===== src/rtl/fpga_ram_pkg.sv =====
// Shared types and constants for the FPGA L2 RAM bank initiator.
// Latency: n/a (types only).
// Backpressure: n/a (types only).
package fpga_ram_pkg;

  localparam int RAM_DATA_WIDTH = 32;
  localparam int RAM_BE_WIDTH   = 4;

  // One buffered response: read data (zero for writes) and the write flag.
  typedef struct packed {
    logic [RAM_DATA_WIDTH-1:0] rdata;
    logic                      we;
  } ram_rsp_t;

  // Build a response; writes never carry data back.
  function automatic ram_rsp_t make_rsp(input logic we, input logic [RAM_DATA_WIDTH-1:0] rdata);
    ram_rsp_t r;
    r.we    = we;
    r.rdata = we ? '0 : rdata;
    return r;
  endfunction

endpackage


===== src/rtl/fpga_ram_resp_fifo.sv =====
// Synchronous FIFO of ram_rsp_t used to park responses the consumer is not taking.
// Latency: a pushed entry is visible at the head the cycle after the push.
// Backpressure: push is ignored when full, pop is ignored when empty.
module fpga_ram_resp_fifo
  import fpga_ram_pkg::*;
#(
  parameter int DEPTH = 2,
  localparam int CNT_W = $clog2(DEPTH + 1),
  localparam int PTR_W = $clog2(DEPTH)
) (
  input  logic             clk_i,
  input  logic             rst_ni,
  input  logic             push_i,
  input  ram_rsp_t         push_dat_i,
  input  logic             pop_i,
  output ram_rsp_t         pop_dat_o,
  output logic             full_o,
  output logic             empty_o,
  output logic [CNT_W-1:0] count_o
);

  ram_rsp_t         mem_q [DEPTH];
  logic [PTR_W-1:0] wr_ptr_q, wr_ptr_d;
  logic [PTR_W-1:0] rd_ptr_q, rd_ptr_d;
  logic [CNT_W-1:0] count_q, count_d;
  logic             do_push, do_pop;

  // Pointers wrap at DEPTH, which need not be a power of two.
  function automatic logic [PTR_W-1:0] next_ptr(input logic [PTR_W-1:0] p);
    return (p == PTR_W'(DEPTH - 1)) ? '0 : p + PTR_W'(1);
  endfunction

  assign full_o    = (count_q == CNT_W'(DEPTH));
  assign empty_o   = (count_q == '0);
  assign count_o   = count_q;
  assign pop_dat_o = mem_q[rd_ptr_q];
  assign do_push   = push_i & ~full_o;
  assign do_pop    = pop_i & ~empty_o;

  // Next-state for pointers and occupancy; simultaneous push/pop keeps count.
  always_comb begin
    wr_ptr_d = do_push ? next_ptr(wr_ptr_q) : wr_ptr_q;
    rd_ptr_d = do_pop  ? next_ptr(rd_ptr_q) : rd_ptr_q;
    count_d  = count_q;
    if (do_push && !do_pop) begin
      count_d = count_q + CNT_W'(1);
    end else if (!do_push && do_pop) begin
      count_d = count_q - CNT_W'(1);
    end
  end

  // Pointer and count state; reset discards any buffered entries.
  always_ff @(posedge clk_i or negedge rst_ni) begin
    if (!rst_ni) begin
      wr_ptr_q <= '0;
      rd_ptr_q <= '0;
      count_q  <= '0;
    end else begin
      wr_ptr_q <= wr_ptr_d;
      rd_ptr_q <= rd_ptr_d;
      count_q  <= count_d;
    end
  end

  // Storage needs no reset: entries are only read while counted as valid.
  always_ff @(posedge clk_i) begin
    if (do_push) begin
      mem_q[wr_ptr_q] <= push_dat_i;
    end
  end

endmodule


===== src/rtl/fpga_ram_bank_initiator.sv =====
// Drives one 32-bit L2 RAM bank port from a valid/ready request stream, returns in-order responses.
// Latency: response valid the cycle after accept (bank read data falls through, no extra stage).
// Backpressure: credit-based; req_ready drops once buffered + in-flight responses reach RESP_DEPTH.
module fpga_ram_bank_initiator
  import fpga_ram_pkg::*;
#(
  parameter int ADDR_WIDTH = 12,
  parameter int RESP_DEPTH = 2
) (
  input  logic                      clk_i,
  input  logic                      rst_ni,
  input  logic                      req_valid_i,
  output logic                      req_ready_o,
  input  logic                      req_we_i,
  input  logic [RAM_BE_WIDTH-1:0]   req_be_i,
  input  logic [ADDR_WIDTH-1:0]     req_addr_i,
  input  logic [RAM_DATA_WIDTH-1:0] req_wdata_i,
  output logic                      rsp_valid_o,
  input  logic                      rsp_ready_i,
  output logic [RAM_DATA_WIDTH-1:0] rsp_rdata_o,
  output logic                      rsp_we_o,
  output logic                      mem_csn_o,
  output logic                      mem_wen_o,
  output logic [RAM_BE_WIDTH-1:0]   mem_be_o,
  output logic [ADDR_WIDTH-1:0]     mem_addr_o,
  output logic [RAM_DATA_WIDTH-1:0] mem_wdata_o,
  input  logic [RAM_DATA_WIDTH-1:0] mem_rdata_i
);

  localparam int CNT_W = $clog2(RESP_DEPTH + 1);

  logic             accept;
  logic             inflight_q, inflight_d;
  logic             inflight_we_q, inflight_we_d;
  ram_rsp_t         inflight_rsp;
  ram_rsp_t         fifo_head;
  ram_rsp_t         rsp_head;
  logic             fifo_push, fifo_pop;
  logic             fifo_full, fifo_empty;
  logic [CNT_W-1:0] fifo_count;
  logic [CNT_W:0]   outstanding;

  // Credits cover both buffered and in-flight responses, so the bank's read
  // data always has a FIFO slot. Gating with rst_ni idles the bank pins the
  // moment reset asserts, even mid-accept.
  assign outstanding = {1'b0, fifo_count} + (CNT_W + 1)'(inflight_q);
  assign req_ready_o = rst_ni & ~fifo_full & (outstanding < (CNT_W + 1)'(RESP_DEPTH));
  assign accept      = req_valid_i & req_ready_o;

  // The bank returns read data one cycle after the access; remember that one is due.
  always_comb begin
    inflight_d    = accept;
    inflight_we_d = accept & req_we_i;
  end

  // In-flight marker for the access issued last cycle.
  always_ff @(posedge clk_i or negedge rst_ni) begin
    if (!rst_ni) begin
      inflight_q    <= 1'b0;
      inflight_we_q <= 1'b0;
    end else begin
      inflight_q    <= inflight_d;
      inflight_we_q <= inflight_we_d;
    end
  end

  assign inflight_rsp = make_rsp(inflight_we_q, mem_rdata_i);

  // Older buffered responses go first; otherwise the bank data falls straight through.
  always_comb begin
    rsp_head = '0;
    if (!fifo_empty) begin
      rsp_head = fifo_head;
    end else if (inflight_q) begin
      rsp_head = inflight_rsp;
    end
  end

  assign rsp_valid_o = inflight_q | ~fifo_empty;
  assign rsp_rdata_o = rsp_head.rdata;
  assign rsp_we_o    = rsp_head.we;

  // The in-flight response is parked unless it was consumed directly this cycle.
  assign fifo_pop  = rsp_ready_i & ~fifo_empty;
  assign fifo_push = inflight_q & ~(fifo_empty & rsp_ready_i);

  fpga_ram_resp_fifo #(
    .DEPTH(RESP_DEPTH)
  ) u_resp_fifo (
    .clk_i     (clk_i),
    .rst_ni    (rst_ni),
    .push_i    (fifo_push),
    .push_dat_i(inflight_rsp),
    .pop_i     (fifo_pop),
    .pop_dat_o (fifo_head),
    .full_o    (fifo_full),
    .empty_o   (fifo_empty),
    .count_o   (fifo_count)
  );

  // Bank pins: active only in the accepting cycle, otherwise parked idle with zeros.
  always_comb begin
    mem_csn_o   = 1'b1;
    mem_wen_o   = 1'b1;
    mem_be_o    = '0;
    mem_addr_o  = '0;
    mem_wdata_o = '0;
    if (accept) begin
      mem_csn_o   = 1'b0;
      mem_wen_o   = ~req_we_i;
      mem_be_o    = req_we_i ? req_be_i : {RAM_BE_WIDTH{1'b1}};
      mem_addr_o  = req_addr_i;
      mem_wdata_o = req_wdata_i;
    end
  end

endmodule


===== config.mk =====
export PLATFORM = sky130hd
export DESIGN_NAME = fpga_ram_bank_initiator
export DESIGN_NICKNAME = d
export VERILOG_FILES = /design/src/rtl/fpga_ram_pkg.sv /design/src/rtl/fpga_ram_resp_fifo.sv /design/src/rtl/fpga_ram_bank_initiator.sv
export SDC_FILE = /design/constraint.sdc
export NUM_CORES = 1
export LEC_CHECK = 0
export CAP_MARGIN = 5
export CELL_PAD_IN_SITES_DETAIL_PLACEMENT = 1
export CELL_PAD_IN_SITES_GLOBAL_PLACEMENT = 2
export CORE_MARGIN = 5
export CORE_UTILIZATION = 28
export CTS_CLUSTER_DIAMETER = 50
export DETAILED_ROUTE_END_ITERATION = 10
export HOLD_SLACK_MARGIN = 0.1
export PLACE_DENSITY_LB_ADDON = 0.1
export SLEW_MARGIN = 10
export SYNTH_ARGS = -nofsm -noshare
export SYNTH_HDL_FRONTEND = slang
export SYNTH_HIERARCHICAL = 1
export SYNTH_SLANG_ARGS = --single-unit

===== constraint.sdc =====
create_clock -name clk_i -period 8.6 [get_ports clk_i]
set_input_delay 0.86 -clock clk_i [delete_from_list [all_inputs] [get_ports clk_i]]
set_output_delay 0.86 -clock clk_i [all_outputs]
set_load 0.01 [all_outputs]

# Yosys cells after proc, flatten, opt, wreduce, memory -nomap -nowiden
# Memory sizes are Yosys's and may differ from the RTL's.
# Index checks and enable logic that the tools add are counted.
# totals
regBits	6
n_memories	1
ramBits	66
in_bits	85
out_inout_bits	85
wordCells	48
# classes
bitwise	14
reduce_logical	6
n_addsub	5
muxes	15
order_cmp	1
eq_ne	1
# memory_table
memory	words	word_bits	rd	rd_clocked_by_memory_dff	write_ports	line	text
u_resp_fifo.mem_q	2	33	1	0	1	fpga_ram_resp_fifo.sv:22	ram_rsp_t mem_q [DEPTH];
# ops
cell	n
$mux 33	2
$mux 32	2
$mux 12	1
$and 1x1->1	9
$mux 4	2
$mux 1	6
$mux 2	2
$not 1->1	4
$add 2x1->3	1
$lt 3x2->1 const B	1
$add 1x1->1 const B	2
$add 2x1->2 const B	1
$eq 2x2->1 const B	1
$logic_and 1x1->1	2
$logic_not 1->1	2
$logic_not 2->1	1
$reduce_bool 2->1	1
$sub 2x1->2 const B	1
$or 1x1->1	1

# Logic depth before layout (Yosys ltp)
# Gate-level depths: netlist (run 1).
# depth
depth_word	9
mapped_depth	10
mapped_depth_nobuf	8

# Cells and area by module
# The synthesis (run 1) kept the hierarchy.
# modules_own_cells
mod	cells_each	seq_area_each_um2	area_per_inst_um2	instances
fpga_ram_resp_fifo	122	2082.0	2730.1	1
fpga_ram_bank_initiator	241	50.0	1426.4	1

# Worst setup path before layout (run 1)
# Ideal clock, no wire load.
# synth_path
path_type	reg-to-reg
from	reg u_resp_fifo.count_q[0] (netlist: u_resp_fifo/count_o[0])
to	mem u_resp_fifo/mem_q[0][0] (netlist name), enable pin
synth_period_minus_slack_ns	3.054
path_stages_with_launch	7
setup_slack_ns	5.546
t_arrival_ns	2.631
setup_ns	0.423
required_ns	8.177
cell_sequence	dfrtp_1 > nor2_1 > buf_2 > buf_1 > a21boi_0 > nand2_1 > nor2_1
# synth_between
elab_chain_cells	7
# synth_rtl
item	line	text
start, declared	fpga_ram_resp_fifo.sv:25	logic [CNT_W-1:0] count_q, count_d;
start signal, assigned	fpga_ram_resp_fifo.sv:61	count_q <= count_d;
$logic_not 2->1	fpga_ram_resp_fifo.sv:34	assign empty_o = (count_q == '0);
named net fifo_empty	fpga_ram_bank_initiator.sv:39	logic fifo_full, fifo_empty;
$and 1x1->1	fpga_ram_bank_initiator.sv:85	assign fifo_push = inflight_q & ~(fifo_empty & rsp_ready_i);
$not 1->1	fpga_ram_bank_initiator.sv:85	
$and 1x1->1	fpga_ram_bank_initiator.sv:85	
named net fifo_push	fpga_ram_bank_initiator.sv:38	logic fifo_push, fifo_pop;
$and 1x1->1	fpga_ram_resp_fifo.sv:37	assign do_push = push_i & ~full_o;
$mux 1	fpga_ram_resp_fifo.sv:67	if (do_push) begin
$mux 1 (implied by the code)	fpga_ram_resp_fifo.sv:68	mem_q[wr_ptr_q] <= push_dat_i;
end, declared	fpga_ram_resp_fifo.sv:22	
# The timed path passes the listed nets, and every way through them passes these cells.

# Worst setup path after layout (run 1)
# layout_path
from	in req_valid_i
to	out mem_be_o[2]
# layout_between
elab_chain_cells	2
# layout_rtl
item	line	text
start, declared	fpga_ram_bank_initiator.sv:12	input logic req_valid_i,
$and 1x1->1	fpga_ram_bank_initiator.sv:48	assign accept = req_valid_i & req_ready_o;
$mux 4	fpga_ram_bank_initiator.sv:108	if (accept) begin
end, declared	fpga_ram_bank_initiator.sv:24	output logic [RAM_BE_WIDTH-1:0] mem_be_o,
# Every way passes these cells.

==> impl_metrics.env, run 1 <==
export IMPL_grt_max_degree=52
export IMPL_viasPerCell=4.61
export IMPL_synth_edf_count=66
export IMPL_num_rows=44
export IMPL_timing_fmax_mhz=249
export IMPL_grt_antenna_before_repair=0
export IMPL_arrival_ns=3.16
export IMPL_drtIter0Drc=145
export IMPL_postCtsSetupBuffers=0
export IMPL_setup_viol_count_final=0
export IMPL_timing_reg2reg_worst_path_depth=4
export IMPL_cts_buffer_depth=2
export IMPL_area_growth_pct=50.2
export IMPL_critPathCaptureType="output port"
export IMPL_drt_wl_total_mm=12.2
export IMPL_cts_tree="done"
export IMPL_fin_area_mm2=0.00624
export IMPL_design_core_area_mm2=0.0145
export IMPL_multi_input_area_mm2=0.00176
export IMPL_final_hold_violation_count=0
export IMPL_dominantRegCellSynth="edfxtp_1"
export IMPL_path_depth=5
export IMPL_crit_required_ns=7.74
export IMPL_slowest_stage="clkdlybuf4s50_1"
export IMPL_critPathMostFrequentCell="clkdlybuf4s50_1"
export IMPL_clk_pin_slew_ns=0.05
export IMPL_grt_pass1_vias=3590
export IMPL_maxCapViolations=0
export IMPL_io_buffers=169
export IMPL_slew_headroom_pct=25.5
export IMPL_cts_resized=0
export IMPL_die_area_mm2=0.0174
export IMPL_startpoint_type="input pin"
export IMPL_synthDistinctLibCells=32
export IMPL_dr_wl_met2_mm=5.94
export IMPL_gp_congestion=0.710
export IMPL_ys_seq_area_share_pct=51.3
export IMPL_die_h_um=132
export IMPL_synthArstFlopShare_pct=8.33
export IMPL_drc=0
export IMPL_die_width_um=132
export IMPL_hp_class="reg -> reg"
export IMPL_synth_seq_cells=72
export IMPL_final_util_pct=43.0
export IMPL_grt_ovfl_total=0
export IMPL_regArea_mm2=0.00213
export IMPL_cts_buffers=9
export IMPL_yosys_top_cells_area="edfxtp_1, mux2_4, nor2b_1"
export IMPL_slowest_delay_ns=0.63
export IMPL_netlist_instances=363
export IMPL_nets=600
export IMPL_h_tree_depth=3
export IMPL_ant_nets=0
export IMPL_pre_cts_ws_ns=4.55
export IMPL_cts_sinks=72
export IMPL_period_share_pct=46.8
export IMPL_tns_ns=0
export IMPL_crit_chain="clkdlybuf4s50_1, buf_4, nand2_1, a2111oi_1, clkdlybuf4s50_1"
export IMPL_hpwl_mm=8.57
export IMPL_fillers=1566
export IMPL_synth_top_cell_area_share_pct=47.7
export IMPL_hold_depth=1
export IMPL_wl_per_cell_um=17.4
export IMPL_cts_hold_buf=0
export IMPL_leakage_nw=2.29
export IMPL_slew_viol_final=0
export IMPL_ir_drop_v=0.000120
export IMPL_syn_nets=449
export IMPL_grt_pass1_wl_mm=19.7
export IMPL_criticalPathCategory="in -> out"
export IMPL_num_antenna_cells=0
export IMPL_status="complete, no violations"
export IMPL_clock_latency_ns=0.33
export IMPL_vias=3244
export IMPL_setup_slack_ns=4.58
export IMPL_wl_met3_mm=1.26
export IMPL_rsz0062_at_grt="false"
export IMPL_clock_skew_ns=0.00866
export IMPL_placed_area_mm2=0.00592
export IMPL_crit_family="buffers and inverters"
export IMPL_worst_path_max_fanout=36
export IMPL_initial_core_util_pct=28.6
export IMPL_final_layout_size_suffix_gt1_share_pct=17.5
export IMPL_grt_usage_pct=14.1
export IMPL_tightestPinTransition_ns=1.12
export IMPL_synthesis_area_mm2=0.00416
export IMPL_cellPowerDensity_mw_per_mm2=275
export IMPL_fin_crit_ns=4.02
export IMPL_firstDrtPassIters=4
export IMPL_top_layer="met4"
export IMPL_cts_root_buf="clkbuf_16"
export IMPL_m1WireLength_mm=4.85
export IMPL_path_buf_inv=3
export IMPL_synth_top_area_cell="edfxtp_1"
export IMPL_ys_warn_count=6
export IMPL_pin_count=170
export IMPL_syn_area_per_cell_um2=11.5
## stage by stage
stage	instances	hold WS, ns	total power (W)
finish	703	0.548	0.00172
global route	703	0.573	0.00183
CTS	703	0.561	0.00175
detailed placement	687	0.550	0.00134
global placement	687	0.543	0.00134
floorplan	363	0.461	0.00102
## flip-flops by register name, summed over array words and instances, names as in the netlist
register / flops
u_resp_fifo/mem_q: 66
inflight_we_q: 1
u_resp_fifo/count_o: 2
u_resp_fifo/rd_ptr_q: 1
u_resp_fifo/wr_ptr_q: 1
inflight_q: 1
## synth_stat cells, drive strengths merged, types with 3 or more instances
master / count
clkbuf: 19
inv: 17
a2111oi: 4
nor2b: 65
a31o: 32
nor2: 4
nor4: 10
nor3: 35
edfxtp: 66
dfrtp: 6
mux2: 33
xnor2: 3
nand2: 37
buf: 16
nand2b: 3
## cell families (layout without fill, tap and decap cells)
group / after synthesis / in the layout / share of synthesized area [%]
and+or+nand+nor: 159 / 159 / 20.5
DFF: 72 / 72 / 51.3
buffers and inverters: 52 / 208 / 6.77
AOI/OAI and AO/OA: 41 / 41 / 8.55
muxes: 33 / 33 / 11.6
xor gates and xnor gates: 5 / 5 / 1.05
adders and majority gates: 1 / 1 / 0.301
## worst paths after layout
kind,startpoint,end,slack [ns]
min reg2reg,u_resp_fifo/wr_ptr_q,u_resp_fifo/wr_ptr_q,0.55
max reg2reg,inflight_q,u_resp_fifo/mem_q[0][2],6.23
min,u_resp_fifo/wr_ptr_q,u_resp_fifo/wr_ptr_q,0.55
max in group asynchronous,rst_ni,u_resp_fifo/rd_ptr_q,7.49
min in group asynchronous,rst_ni,inflight_we_q,0.81
max,req_valid_i,mem_be_o[2],4.58
## power by group
part,total (W),switching (W),internal (W)
sequential,0.000499,0.0000686,0.000430
combinational,0.000821,0.000361,0.000460
clock,0.000398,0.000142,0.000256
## per-layer routing
| layer | GRT usage (%) | up-vias |
|---|---|---|
| met3 | 6.95 | 9 |
| li1 | - | 1603 |
| met1 | 15.4 | 1528 |
| met2 | 23.9 | 104 |
| met5 | 0 | - |
| met4 | 4.46 | 0 |
## worst register-to-register path: cells and delay by family, from the launching register on
family / cells / cell delay [ns]
buf+inv: 1 / 0.39
compound gates: 1 / 0.27
simple gates: 2 / 0.96
flops: 1 / 0.34
## placed cells by master (no fill, tap or decap), types with 9 or more instances in the layout
cell type,n
nor2b_1,65
mux2_4,29
clkbuf_16,9
inv_1,17
clkdlybuf4s50_1,169
a31o_2,32
nand2_1,37
nor3_1,35
nor4_1,10
edfxtp_1,66
## layout make-up
type | count | area share (%)
sequential | 72 | 34.2
multi-input combinational | 239 | 28.2
timing repair buffer | 175 | 27.8
tap | 184 | 3.69
clock buffer | 10 | 3.67
clock inverter | 6 | 1.46
inverter | 17 | 1.02
Note: power is estimated with default switching activity, not from simulation.
==> run 2: changes to the inputs <==
--- a/config.mk
+++ b/config.mk
@@ -9,7 +9,7 @@
 export CELL_PAD_IN_SITES_DETAIL_PLACEMENT = 1
 export CELL_PAD_IN_SITES_GLOBAL_PLACEMENT = 2
 export CORE_MARGIN = 5
-export CORE_UTILIZATION = 28
+export CORE_UTILIZATION = 26
 export CTS_CLUSTER_DIAMETER = 50
 export DETAILED_ROUTE_END_ITERATION = 10
 export HOLD_SLACK_MARGIN = 0.1
==> constraint.sdc (replaced) <==
create_clock -name clk_i -period 3.7 [get_ports clk_i]
set_input_delay 0.37 -clock clk_i [delete_from_list [all_inputs] [get_ports clk_i]]
set_output_delay 0.37 -clock clk_i [all_outputs]
set_load 0.01 [all_outputs]
==> impl_metrics.env, run 2 (synthesized netlist as in run 1, its figures left out) <==
export IMPL_final_common_cell="clkdlybuf4s50_1"
export IMPL_cts_root_buf="clkbuf_16"
export IMPL_startpoint_type="flop"
export IMPL_status="complete, no violations"
export IMPL_finalNonFillerCells=739
export IMPL_rsz0062_at_grt="false"
export IMPL_fin_crit_ns=3.04
export IMPL_criticalPathCategory="reg -> out"
export IMPL_cts_resized=0
export IMPL_h_tree_depth=3
export IMPL_cts_buffers=9
export IMPL_die_h_um=136
export IMPL_initial_core_util_pct=26.4
export IMPL_area_growth_pct=52.2
export IMPL_worst_hold_slack_ns=0.325
export IMPL_clk_pin_slew_ns=0.06
export IMPL_cts_sinks=72
export IMPL_firstDrtPassIters=4
export IMPL_final_hold_violation_count=0
export IMPL_die_area_mm2=0.0186
export IMPL_pin_count=170
export IMPL_tightestPinTransition_ns=0.896
export IMPL_top_layer="met4"
export IMPL_clock_skew_ns=0.00972
export IMPL_hp_class="in -> async"
export IMPL_postCtsSetupBuffers=0
export IMPL_cts_tree="done"
export IMPL_wl_met3_mm=1.15
export IMPL_maxCapViolations=0
export IMPL_power_w=0.00396
export IMPL_grt_ovfl_total=0
export IMPL_grt_antenna_before_repair=0
export IMPL_dr_wl_met2_mm=6.09
export IMPL_largest_reg_flops=66
export IMPL_timing_fmax_mhz=329
export IMPL_viasPerCell=4.35
export IMPL_final_layout_size_suffix_gt1_share_pct=18.2
export IMPL_die_width_um=136
export IMPL_final_cell_mix="clkdlybuf4s50_1, edfxtp_1, nor2b_1"
export IMPL_nets=604
export IMPL_num_rows=46
export IMPL_grt_usage_pct=13.3
export IMPL_hpwl_mm=8.86
export IMPL_wl_per_cell_um=17.0
export IMPL_design_core_area_mm2=0.0158
export IMPL_cts_hold_buf=0
export IMPL_drtIter0Drc=127
export IMPL_grt_max_degree=37
export IMPL_clock_latency_ns=0.33
export IMPL_io_buffers=169
export IMPL_cts_buffer_depth=2
export IMPL_cellPowerDensity_mw_per_mm2=626
export IMPL_leakage_nw=2.30
export IMPL_worst_path_max_fanout=35
export IMPL_top_register="u_resp_fifo/mem_q"
export IMPL_ir_drop_v=0.000263
export IMPL_tns_ns=0
export IMPL_slew_headroom_pct=40.3
export IMPL_gp_congestion=0.673
export IMPL_period_share_pct=82.2
export IMPL_drc=0
export IMPL_setup_viol_count_final=0
export IMPL_m1WireLength_mm=5.20
export IMPL_dp_cells=723
export IMPL_grt_pass1_wl_mm=19.2
export IMPL_grt_pass1_vias=3464
export IMPL_vias=3212
export IMPL_crit_required_ns=3.33
export IMPL_num_antenna_cells=0
export IMPL_critPathCaptureType="output port"
export IMPL_r2r_slack_ns=1.46
export IMPL_drt_wl_total_mm=12.5
export IMPL_ant_nets=0
export IMPL_slew_viol_final=0
export IMPL_final_util_pct=40.1
export IMPL_arrival_ns=2.67
## run 2: area by class of cell
cell class	instances	area (µm²)
sequential	72	2130
clock buffer	9	225
tap	216	270
timing repair buffer	179	1800
fill	1745	9440
multi-input combinational	239	1760
clock inverter	7	70.1
inverter	17	63.8
## run 2: final timing paths
kind                                        startpoint                       end  cells after the start
max in group asynchronous                       rst_ni      u_resp_fifo/rd_ptr_q                      1
worst max-delay path            u_resp_fifo/count_o[0]            mem_wdata_o[3]                      6
worst min register to register    u_resp_fifo/wr_ptr_q      u_resp_fifo/wr_ptr_q                      1
worst min-delay path                            rst_ni                inflight_q                      1
worst max register to register  u_resp_fifo/count_o[0]  u_resp_fifo/mem_q[1][13]                      4
min in group clk_i                u_resp_fifo/wr_ptr_q      u_resp_fifo/wr_ptr_q                      1
## run 2: per-layer routing
layer  up-vias  GRT usage (%)
met5         -              0
li1       1604              -
met2       102           22.6
met1      1500           15.2
met3         6           6.29
met4         0           3.19
## run 2: where the power goes
group	internal [W]	total [W]	switching (W)	leakage, nW
clock	0.000520	0.000841	0.000321	0.135
combinational	0.00110	0.00200	0.000904	1.49
sequential	0.00100	0.00112	0.000115	0.671
total	0.00262	0.00396	0.00134	2.30
## run 2: critical path, stage by stage, from the launching register on
cell	delay [ns]
dfrtp_1	0.47
nand2b_1	0.22
inv_1	0.44
nand2b_1	0.19
buf_4	0.35
nor3_1	0.09
clkdlybuf4s50_1	0.58
## run 2: per-stage QoR
stage	instance area (µm²)	setup slack, ns
4_1_cts	6330	0.636
6_report	6330	0.660
2_1_floorplan	4160	0.646
3_5_place_dp	6030	0.678
3_3_place_gp	6030	0.814
5_1_grt	6330	0.470
